File: config.mk
export PLATFORM = sky130hd
export DESIGN_NAME = neuron_mac
export DESIGN_NICKNAME = d
export VERILOG_FILES = /design/src/rtl/nn_pkg.sv /design/src/rtl/neuron_mac_fx_sat_shift.sv /design/src/rtl/neuron_mac.sv
export SDC_FILE = /design/constraint.sdc
export NUM_CORES = 1
export LEC_CHECK = 0
export ABC_AREA = 1
export ABC_CLOCK_PERIOD_IN_PS = 6800
export BUFFER_PORTS_ARGS = -buffer_cell sky130_fd_sc_hd__buf_4
export CORE_UTILIZATION = 50
export DETAILED_ROUTE_END_ITERATION = 10
export GPL_ROUTABILITY_DRIVEN = 0
export PLACE_DENSITY_LB_ADDON = 0.25
export SYNTH_ARGS = -nofsm -noshare
export SYNTH_HDL_FRONTEND = slang
export SYNTH_HIERARCHICAL = 1
export SYNTH_SLANG_ARGS = --single-unit
File: constraint.sdc
create_clock -name clk -period 6.8 [get_ports clk]
set_input_delay 1.02 -clock clk [delete_from_list [all_inputs] [get_ports clk]]
set_output_delay 1.02 -clock clk [all_outputs]
set_load 0.01 [all_outputs]
File: src/rtl/nn_pkg.sv
// Shared fixed-point constants, FSM states and the shift-and-clamp helper
// used by the neuron MAC and the downstream activation stages.
package nn_pkg;

    localparam int BITS_DEF = 16;
    localparam int FRAC     = BITS_DEF / 2;
    localparam int ONE_Q    = 1 << FRAC;

    typedef enum logic {
        ACC,
        HOLD
    } state_t;

    typedef struct packed {
        logic signed [63:0] val;
        logic               sat;
    } sat_t;

    // Floor shift by bits/2, then clamp into a signed bits-wide range.
    function automatic sat_t sat_shift(
        input logic signed [63:0] v,
        input int                 bits
    );
        sat_t               r;
        logic signed [63:0] s;
        logic signed [63:0] hi;
        logic signed [63:0] lo;
        s  = v >>> (bits / 2);
        hi = (64'sd1 <<< (bits - 1)) - 64'sd1;
        lo = -(64'sd1 <<< (bits - 1));
        r.val = s;
        r.sat = 1'b0;
        if (s > hi) begin
            r.val = hi;
            r.sat = 1'b1;
        end else if (s < lo) begin
            r.val = lo;
            r.sat = 1'b1;
        end
        return r;
    endfunction

endpackage

File: src/rtl/neuron_mac_fx_sat_shift.sv
// Combinational floor shift by BITS/2 and signed clamp to BITS,
// reporting whether the value had to be clipped.
import nn_pkg::*;

module fx_sat_shift #(
    parameter int IN_W = 40,
    parameter int BITS = 16
) (
    input  logic signed [IN_W-1:0] din,
    output logic signed [BITS-1:0] dout,
    output logic                   sat
);

    sat_t               r;
    logic signed [63:0] wide;
    logic               unused_hi;

    always_comb begin
        wide = {{(64-IN_W){din[IN_W-1]}}, din};
        r    = sat_shift(wide, BITS);
    end

    assign dout      = r.val[BITS-1:0];
    assign sat       = r.sat;
    assign unused_hi = ^r.val[63:BITS];

endmodule

File: src/rtl/neuron_mac.sv
// Serial multiply-accumulate neuron: z = sum(x*w) + b in signed
// Q(BITS/2).(BITS/2), saturated, one result per neuron.
import nn_pkg::*;

module neuron_mac #(
    parameter int BITS  = 16,
    parameter int GUARD = 8
) (
    input  logic                   clk,
    input  logic                   rst_n,
    input  logic                   in_valid,
    output logic                   in_ready,
    input  logic signed [BITS-1:0] in_x,
    input  logic signed [BITS-1:0] in_w,
    input  logic                   in_last,
    input  logic signed [BITS-1:0] in_bias,
    output logic                   out_valid,
    input  logic                   out_ready,
    output logic signed [BITS-1:0] out_z,
    output logic                   out_sat
);

    localparam int F  = BITS / 2;
    localparam int PW = 2 * BITS;
    localparam int AW = 2 * BITS + GUARD;

    state_t state;
    state_t state_nxt;

    logic signed [AW-1:0]     acc;
    logic signed [AW-1:0]     sum_beat;
    logic signed [AW-1:0]     sum_last;
    logic signed [PW-1:0]     prod;
    logic signed [BITS+F-1:0] bias_sh;
    logic [GUARD-1:0]         cnt;

    logic                   fire;
    logic                   cnt_full;
    logic                   term;
    logic                   forced;
    logic signed [BITS-1:0] z_sat;
    logic                   clip;

    // Gating with rst_n keeps the stream closed while reset is held.
    assign in_ready = rst_n & (state == ACC);
    assign fire     = in_valid & in_ready;
    assign cnt_full = &cnt;
    assign term     = fire & (in_last | cnt_full);
    assign forced   = cnt_full & ~in_last;

    assign prod     = PW'(in_x) * PW'(in_w);
    assign bias_sh  = {in_bias, {F{1'b0}}};
    assign sum_beat = acc + AW'(prod);
    assign sum_last = sum_beat + AW'(bias_sh);

    fx_sat_shift #(
        .IN_W (AW),
        .BITS (BITS)
    ) u_sat (
        .din  (sum_last),
        .dout (z_sat),
        .sat  (clip)
    );

    always_ff @(posedge clk or negedge rst_n) begin
        if (!rst_n) begin
            state <= ACC;
        end else begin
            state <= state_nxt;
        end
    end

    always_comb begin
        state_nxt = state;
        out_valid = 1'b0;
        unique case (state)
            ACC: begin
                if (term) begin
                    state_nxt = HOLD;
                end
            end
            HOLD: begin
                out_valid = 1'b1;
                if (out_ready) begin
                    state_nxt = ACC;
                end
            end
            default: state_nxt = ACC;
        endcase
    end

    always_ff @(posedge clk or negedge rst_n) begin
        if (!rst_n) begin
            acc     <= '0;
            cnt     <= '0;
            out_z   <= '0;
            out_sat <= 1'b0;
        end else if (term) begin
            acc     <= '0;
            cnt     <= '0;
            out_z   <= z_sat;
            out_sat <= clip | forced;
        end else if (fire) begin
            acc <= sum_beat;
            cnt <= cnt + GUARD'(1);
        end
    end

endmodule

# Word-level counts from Yosys, hierarchy flattened

Cells that the tools add are included.
W data, S select, Z words.

Output and inout port bits: 19
Register bits: 66
Input port bits: 53
Logic and storage cells: 31

Multiplexer cells: 10
$mul: 1
Reduce and logical (&&, ||, !) cells: 2
Bitwise gates (word level): 8
Magnitude comparators: 2
Add/subtract/negate cells: 3

Operators by type and width:

| cell                   | count |
|---|---|
| $mux W40               | 2 |
| $add A40 B24 Y40       | 1 |
| $add A40 B32 Y40       | 1 |
| $mux W17               | 2 |
| $gt A32 B16 Y1 const B | 1 |
| $lt A32 B16 Y1 const B | 1 |
| $mul A16 B16 Y32       | 1 |
| $mux W8                | 2 |
| $add A8 B1 Y8 const B  | 1 |
| $reduce_and A8 Y1      | 1 |
| $and A1 B1 Y1          | 4 |
| $mux W1                | 3 |
| $not A1 Y1             | 2 |
| $or A1 B1 Y1           | 2 |
| $pmux W1 S2            | 1 |
| $reduce_bool A2 Y1     | 1 |

# Depth between registers and ports, before layout

Depth after elaboration: 7
Mapped depth: 51
Gate-level depth less buffers: 48

# Hierarchy

The synthesis kept the hierarchy.

By module, submodules not included:

| module       | instances | cells an instance | area each (µm²) |
|---|---|---|---|
| neuron_mac   | 1         | 2490              | 18340.1 |
| fx_sat_shift | 1         | 64                | 277.8 |

# Least setup slack after synthesis

OpenSTA, ideal clock, no wires.

Path type: input to register
From: input port in_w[6]
To: register out_sat
Arrival time: 8.302 ns
Buffers on the path: 3
Cell stages on the path: 38
Data required time: 6.679 ns
Slack: -1.623 ns
Library setup time: 0.121 ns
Cells stage by stage: clkbuf_1 -> clkbuf_1 -> nand2_1 -> fa_1 -> inv_1 -> fa_1 -> inv_1 -> fa_1 -> inv_1 -> fa_1 -> inv_1 -> fa_1 -> inv_1 -> fa_1 -> ha_1 -> a21oi_1 -> o21ai_0 -> o21bai_1 -> (+2 left out) -> and2_1 -> ha_1 -> a21oi_1 -> o21bai_1 -> a21oi_1 -> o21ai_0 -> a21oi_1 -> nand2_1 -> nand2_1 -> nand2_1 -> nor2_1 -> nand2_1 -> nor2_1 -> a21o_1 -> buf_4 -> nand2_1 -> nor3_1 -> nor2_1

Longest elaborated chain between the ends: 7
Elaborated cells on any way between the ends: 8

Ends and longest elaborated chain:

| what                   | RTL line          | text |
|---|---|---|
| from (decl)            | neuron_mac.sv:14  | `input logic signed [BITS-1:0] in_w,` |
| $mul A16 B16 Y32 *     | neuron_mac.sv:51  | `assign prod = PW'(in_x) * PW'(in_w);` |
| $add A40 B32 Y40 *     | neuron_mac.sv:53  | `assign sum_beat = acc + AW'(prod);` |
| $add A40 B24 Y40 *     | neuron_mac.sv:54  | `assign sum_last = sum_beat + AW'(bias_sh);` |
| named net sum_last[38] | neuron_mac.sv:32  | `logic signed [AW-1:0] sum_last;` |
| $lt A32 B16 Y1         | nn_pkg.sv:36      | `end else if (s < lo) begin` |
| $mux W17               | nn_pkg.sv:36      |  |
| $mux W17 *             | nn_pkg.sv:33      | `if (s > hi) begin` |
| named net clip         | neuron_mac.sv:42  | `logic clip;` |
| $or A1 B1 Y1 *         | neuron_mac.sv:102 | `out_sat <= clip \| forced;` |
| to (signal assigned)   | neuron_mac.sv:102 |  |
| to (decl)              | neuron_mac.sv:20  | `output logic out_sat` |

The timed path passes the listed nets; every way through them passes the cells marked *.
A chain may end at the register's enable or synchronous reset.

# Final worst setup path

From: input port in_x[6]
To: register out_z[7]

Longest elaborated chain between the ends: 6
Elaborated cells on any way between the ends: 7

Ends and longest elaborated chain:

| what                   | RTL line          | text |
|---|---|---|
| from (decl)            | neuron_mac.sv:13  | `input logic signed [BITS-1:0] in_x,` |
| $mul A16 B16 Y32 *     | neuron_mac.sv:51  |  |
| $add A40 B32 Y40 *     | neuron_mac.sv:53  |  |
| $add A40 B24 Y40 *     | neuron_mac.sv:54  |  |
| named net sum_last[27] | neuron_mac.sv:32  |  |
| $lt A32 B16 Y1         | nn_pkg.sv:36      |  |
| $mux W17               | nn_pkg.sv:36      |  |
| $mux W17 *             | nn_pkg.sv:33      |  |
| named net z_sat[7]     | neuron_mac.sv:41  | `logic signed [BITS-1:0] z_sat;` |
| to (signal assigned)   | neuron_mac.sv:101 | `out_z <= z_sat;` |
| to (decl)              | neuron_mac.sv:19  | `output logic signed [BITS-1:0] out_z,` |

Marks and branches as above.

==> tab_implementation.tex <==
\begin{tabular}{lr}
\hline
Metric & Value \\
\hline
\multicolumn{2}{l}{\textbf{Timing}} \\
\quad Skew final & 0.00927 ns \\
\quad Least-Margin Pin Slew & 1.03 ns \\
\quad Fin crit period & 8.28 ns \\
\quad Setup repair after global routing missed its margin & true \\
\quad Final hold slack & 0.474 ns \\
\quad Final worst-path setup slack & -1.48 ns \\
\quad Share of the cycle needed by the critical path after routing & 1.22 \\
\quad Number of failing setup endpoints in the final timing report & 18 \\
\quad Max Freq & 0.121 GHz \\
\quad Final hold violations & 0 \\
\quad Final count of pins violating max slew & 0 \\
\quad Slew margin rel. & 0.315 \\
\multicolumn{2}{l}{\textbf{Detailed routing}} \\
\quad Number of remaining DRC errors & 0 \\
\quad Via-to-Cell Ratio & 5.40 \\
\quad Number of detailed-route iterations in the first pass & 7 \\
\quad Total number of vias & 18708 \\
\quad Final wirelength & 62000 microns \\
\quad Per-cell routed wire length & 17.9 microns \\
\quad Routed Antenna Nets & 0 \\
\quad Detailed Route Iter0 Violations & 1583 \\
\multicolumn{2}{l}{\textbf{Outcome}} \\
\quad Failing checks & setup timing \\
\quad Run status & complete, but fails checks \\
\multicolumn{2}{l}{\textbf{Critical path}} \\
\quad Largest incremental delay on the critical path & 0.56 ns \\
\quad Required time of the critical path & 7.08 ns \\
\quad FF-to-FF Start & acc[15]\$\_DFFE\_PN0P\_ \\
\quad Reg2reg setup slack & -0.35 ns \\
\quad Crit. path cell count & 43 \\
\quad Critical path's most frequent cell & sky130\_fd\_sc\_hd\_\_nand2\_1 \\
\quad WP buf/inv & 11 \\
\quad Startpoint-to-endpoint class of the critical path & input port to flop \\
\quad Launching element type of the critical path & input port \\
\quad Highest net fanout along the worst path & 8 \\
\quad Critical path endpoint & out\_z[7]\$\_DFFE\_PN0P\_ \\
\quad Slowest cell on the critical path & sky130\_fd\_sc\_hd\_\_fa\_1 \\
\quad Crit-path leading delay family & adder cells \\
\quad Critical path capture point type & flop \\
\quad Launching instance or port of the critical path & in\_x[6] \\
\quad Arrival time at the worst endpoint & 8.56 ns \\
\quad Count of cells along the worst register-to-register path & 37 \\
\quad Reg2reg end & out\_z[7]\$\_DFFE\_PN0P\_ \\
\multicolumn{2}{l}{\textbf{CTS}} \\
\quad Library cell used as clock root buffer & sky130\_fd\_sc\_hd\_\_clkbuf\_16 \\
\quad Longest Clk Path Bufs & 2 \\
\quad Level count of the clock H-tree & 3 \\
\quad CTS tree & yes \\
\quad Clk slew on worst S/H paths & 0.06 ns \\
\quad Insertion delay of the later-clocked pin in the worst-skew pair & 0.35 ns \\
\quad TritonCTS buffer count & 9 \\
\quad Hold buffer count at CTS & 0 \\
\quad Number of sinks driven by the clock tree & 66 \\
\multicolumn{2}{l}{\textbf{Floorplanning}} \\
\quad Initial cell density of the core & 0.508 \\
\quad Die boundary height & 195 microns \\
\quad Die X & 195 microns \\
\quad FP Rows & 70 \\
\quad I/O pin cnt & 72 \\
\quad Floorplan die area & 38000 sq um \\
\quad CORE AREA & 36600 sq um \\
\multicolumn{2}{l}{\textbf{Layout}} \\
\quad Sequential standard cell area & 1650 sq um \\
\quad Number of fill cells in the layout & 2640 \\
\quad Number of antenna diodes & 0 \\
\quad P\&R area growth vs syn & 38.0\% \\
\quad Fraction of layout instances using a drive strength above 1 & 0.322 \\
\quad Final \#Nets & 3524 \\
\quad Multi-input combinational cell area & 16300 sq um \\
\quad Fraction of the core area covered by cells at the end of the flow & 0.702 \\
\multicolumn{2}{l}{\textbf{Min path}} \\
\quad Min-delay worst type & input port to async pin \\
\multicolumn{2}{l}{\textbf{Global route}} \\
\quad Wire length of the first global-routing pass & 97800 microns \\
\quad Vias in the first global route & 19736 \\
\quad Largest net degree at the start of global routing & 61 \\
\quad Initial antenna violation count & 0 \\
\quad Global router's overall resource usage & 0.322 \\
\quad Grt total ovfl & 0 \\
\multicolumn{2}{l}{\textbf{Yosys}} \\
\quad Average cell area after synthesis & 7.29 sq um \\
\quad Netlist Area Pre-Place & 18600 sq um \\
\quad Syn Nets & 3083 \\
\quad Post-synthesis cell count & 2551 \\
\quad Count of synthesis-stage warnings from yosys & 6 \\
\multicolumn{2}{l}{\textbf{Job}} \\
\quad Reported max-cap violation count & 0 \\
\multicolumn{2}{l}{\textbf{Placement}} \\
\quad Buffers added on ports & 71 \\
\quad Half-perimeter wire length of the detailed placement result & 45100 microns \\
\hline
\end{tabular}
## registers in the layout, indices dropped and copies added, names as in the netlist
| register | count |
|---|---|
| cnt | 8 |
| acc | 40 |
| state | 1 |
| out_z | 16 |
| out_sat | 1 |
## stage by stage
stage | TNS [ns] | cell area (sq um) | std cells | setup slack, ns
floorplan | -14.28 | 19500 | 2551 | -1.03
global placement | -27.95 | 22500 | 3339 | -1.77
detailed placement | -29.25 | 22500 | 3339 | -1.86
CTS | -17.74 | 25000 | 3439 | -1.04
global route | -29.19 | 25700 | 3465 | -1.70
finish | -24.43 | 25700 | 3465 | -1.48
## how the worst min path moves through the flow
stage                          from                    to  slack, ns
2_1_floorplan    cnt[3]$_DFFE_PN0P_    cnt[3]$_DFFE_PN0P_       0.45
3_3_place_gp   out_z[5]$_DFFE_PN0P_  out_z[5]$_DFFE_PN0P_       0.47
3_5_place_dp   out_z[8]$_DFFE_PN0P_  out_z[8]$_DFFE_PN0P_       0.47
4_1_cts                       rst_n    cnt[2]$_DFFE_PN0P_       0.47
5_1_grt                       rst_n    acc[1]$_DFFE_PN0P_       0.47
6_report                      rst_n    cnt[2]$_DFFE_PN0P_       0.47
## routing by layer
layer / track usage / share of wire
met1: 0.407 / 0.39
met3: 0.0383 / 0.074
met5: 0 / 0
met2: 0.553 / 0.49
met4: 0.142 / 0.053
## repair_timing
action	CTS	global route
setup buffers	85	28
gates cloned	2	2
setup endpoints to repair	17	18
pin swaps	177	126
resized for setup	358	120
## final cells by class
class,count,share of cell area
multi-input cells,1724,0.633
flip-flops and latches,66,0.0643
inverters,683,0.100
clock buffers,9,0.00877
repair buffers,508,0.167
clock inverters,7,0.00390
well taps,468,0.0228
## cells in the final DEF, fill, tap and decap left out, types with 5 or more instances in the layout
master / count
sky130_fd_sc_hd__fa_2: 12
sky130_fd_sc_hd__ha_1: 92
sky130_fd_sc_hd__dfrtp_1: 66
sky130_fd_sc_hd__clkbuf_16: 11
sky130_fd_sc_hd__nand3_1: 64
sky130_fd_sc_hd__and2_4: 17
sky130_fd_sc_hd__inv_2: 47
sky130_fd_sc_hd__o21bai_2: 7
sky130_fd_sc_hd__nor2_2: 42
sky130_fd_sc_hd__inv_4: 5
sky130_fd_sc_hd__nand2_2: 85
sky130_fd_sc_hd__nor3_2: 11
sky130_fd_sc_hd__xor2_2: 5
sky130_fd_sc_hd__a21oi_2: 30
sky130_fd_sc_hd__ha_4: 56
sky130_fd_sc_hd__buf_6: 31
sky130_fd_sc_hd__nand3_2: 13
sky130_fd_sc_hd__xor2_1: 22
sky130_fd_sc_hd__a22o_1: 10
sky130_fd_sc_hd__o21ai_1: 13
sky130_fd_sc_hd__a21oi_4: 17
sky130_fd_sc_hd__buf_12: 20
sky130_fd_sc_hd__nand3b_1: 9
sky130_fd_sc_hd__nand2_1: 644
sky130_fd_sc_hd__buf_8: 8
sky130_fd_sc_hd__nand2_4: 30
sky130_fd_sc_hd__nor2_1: 81
sky130_fd_sc_hd__fa_1: 319
sky130_fd_sc_hd__o21bai_1: 8
sky130_fd_sc_hd__nand4_1: 17
sky130_fd_sc_hd__nand3_4: 5
sky130_fd_sc_hd__buf_4: 446
sky130_fd_sc_hd__xnor2_1: 8
sky130_fd_sc_hd__o21ai_2: 5
sky130_fd_sc_hd__a21oi_1: 18
sky130_fd_sc_hd__nor2_4: 36
sky130_fd_sc_hd__inv_1: 631
sky130_fd_sc_hd__o21ai_0: 11
Power is left out: the tool's default activity adds up to more than one toggle a clock period on the data nets, which glitch-free logic cannot reach.
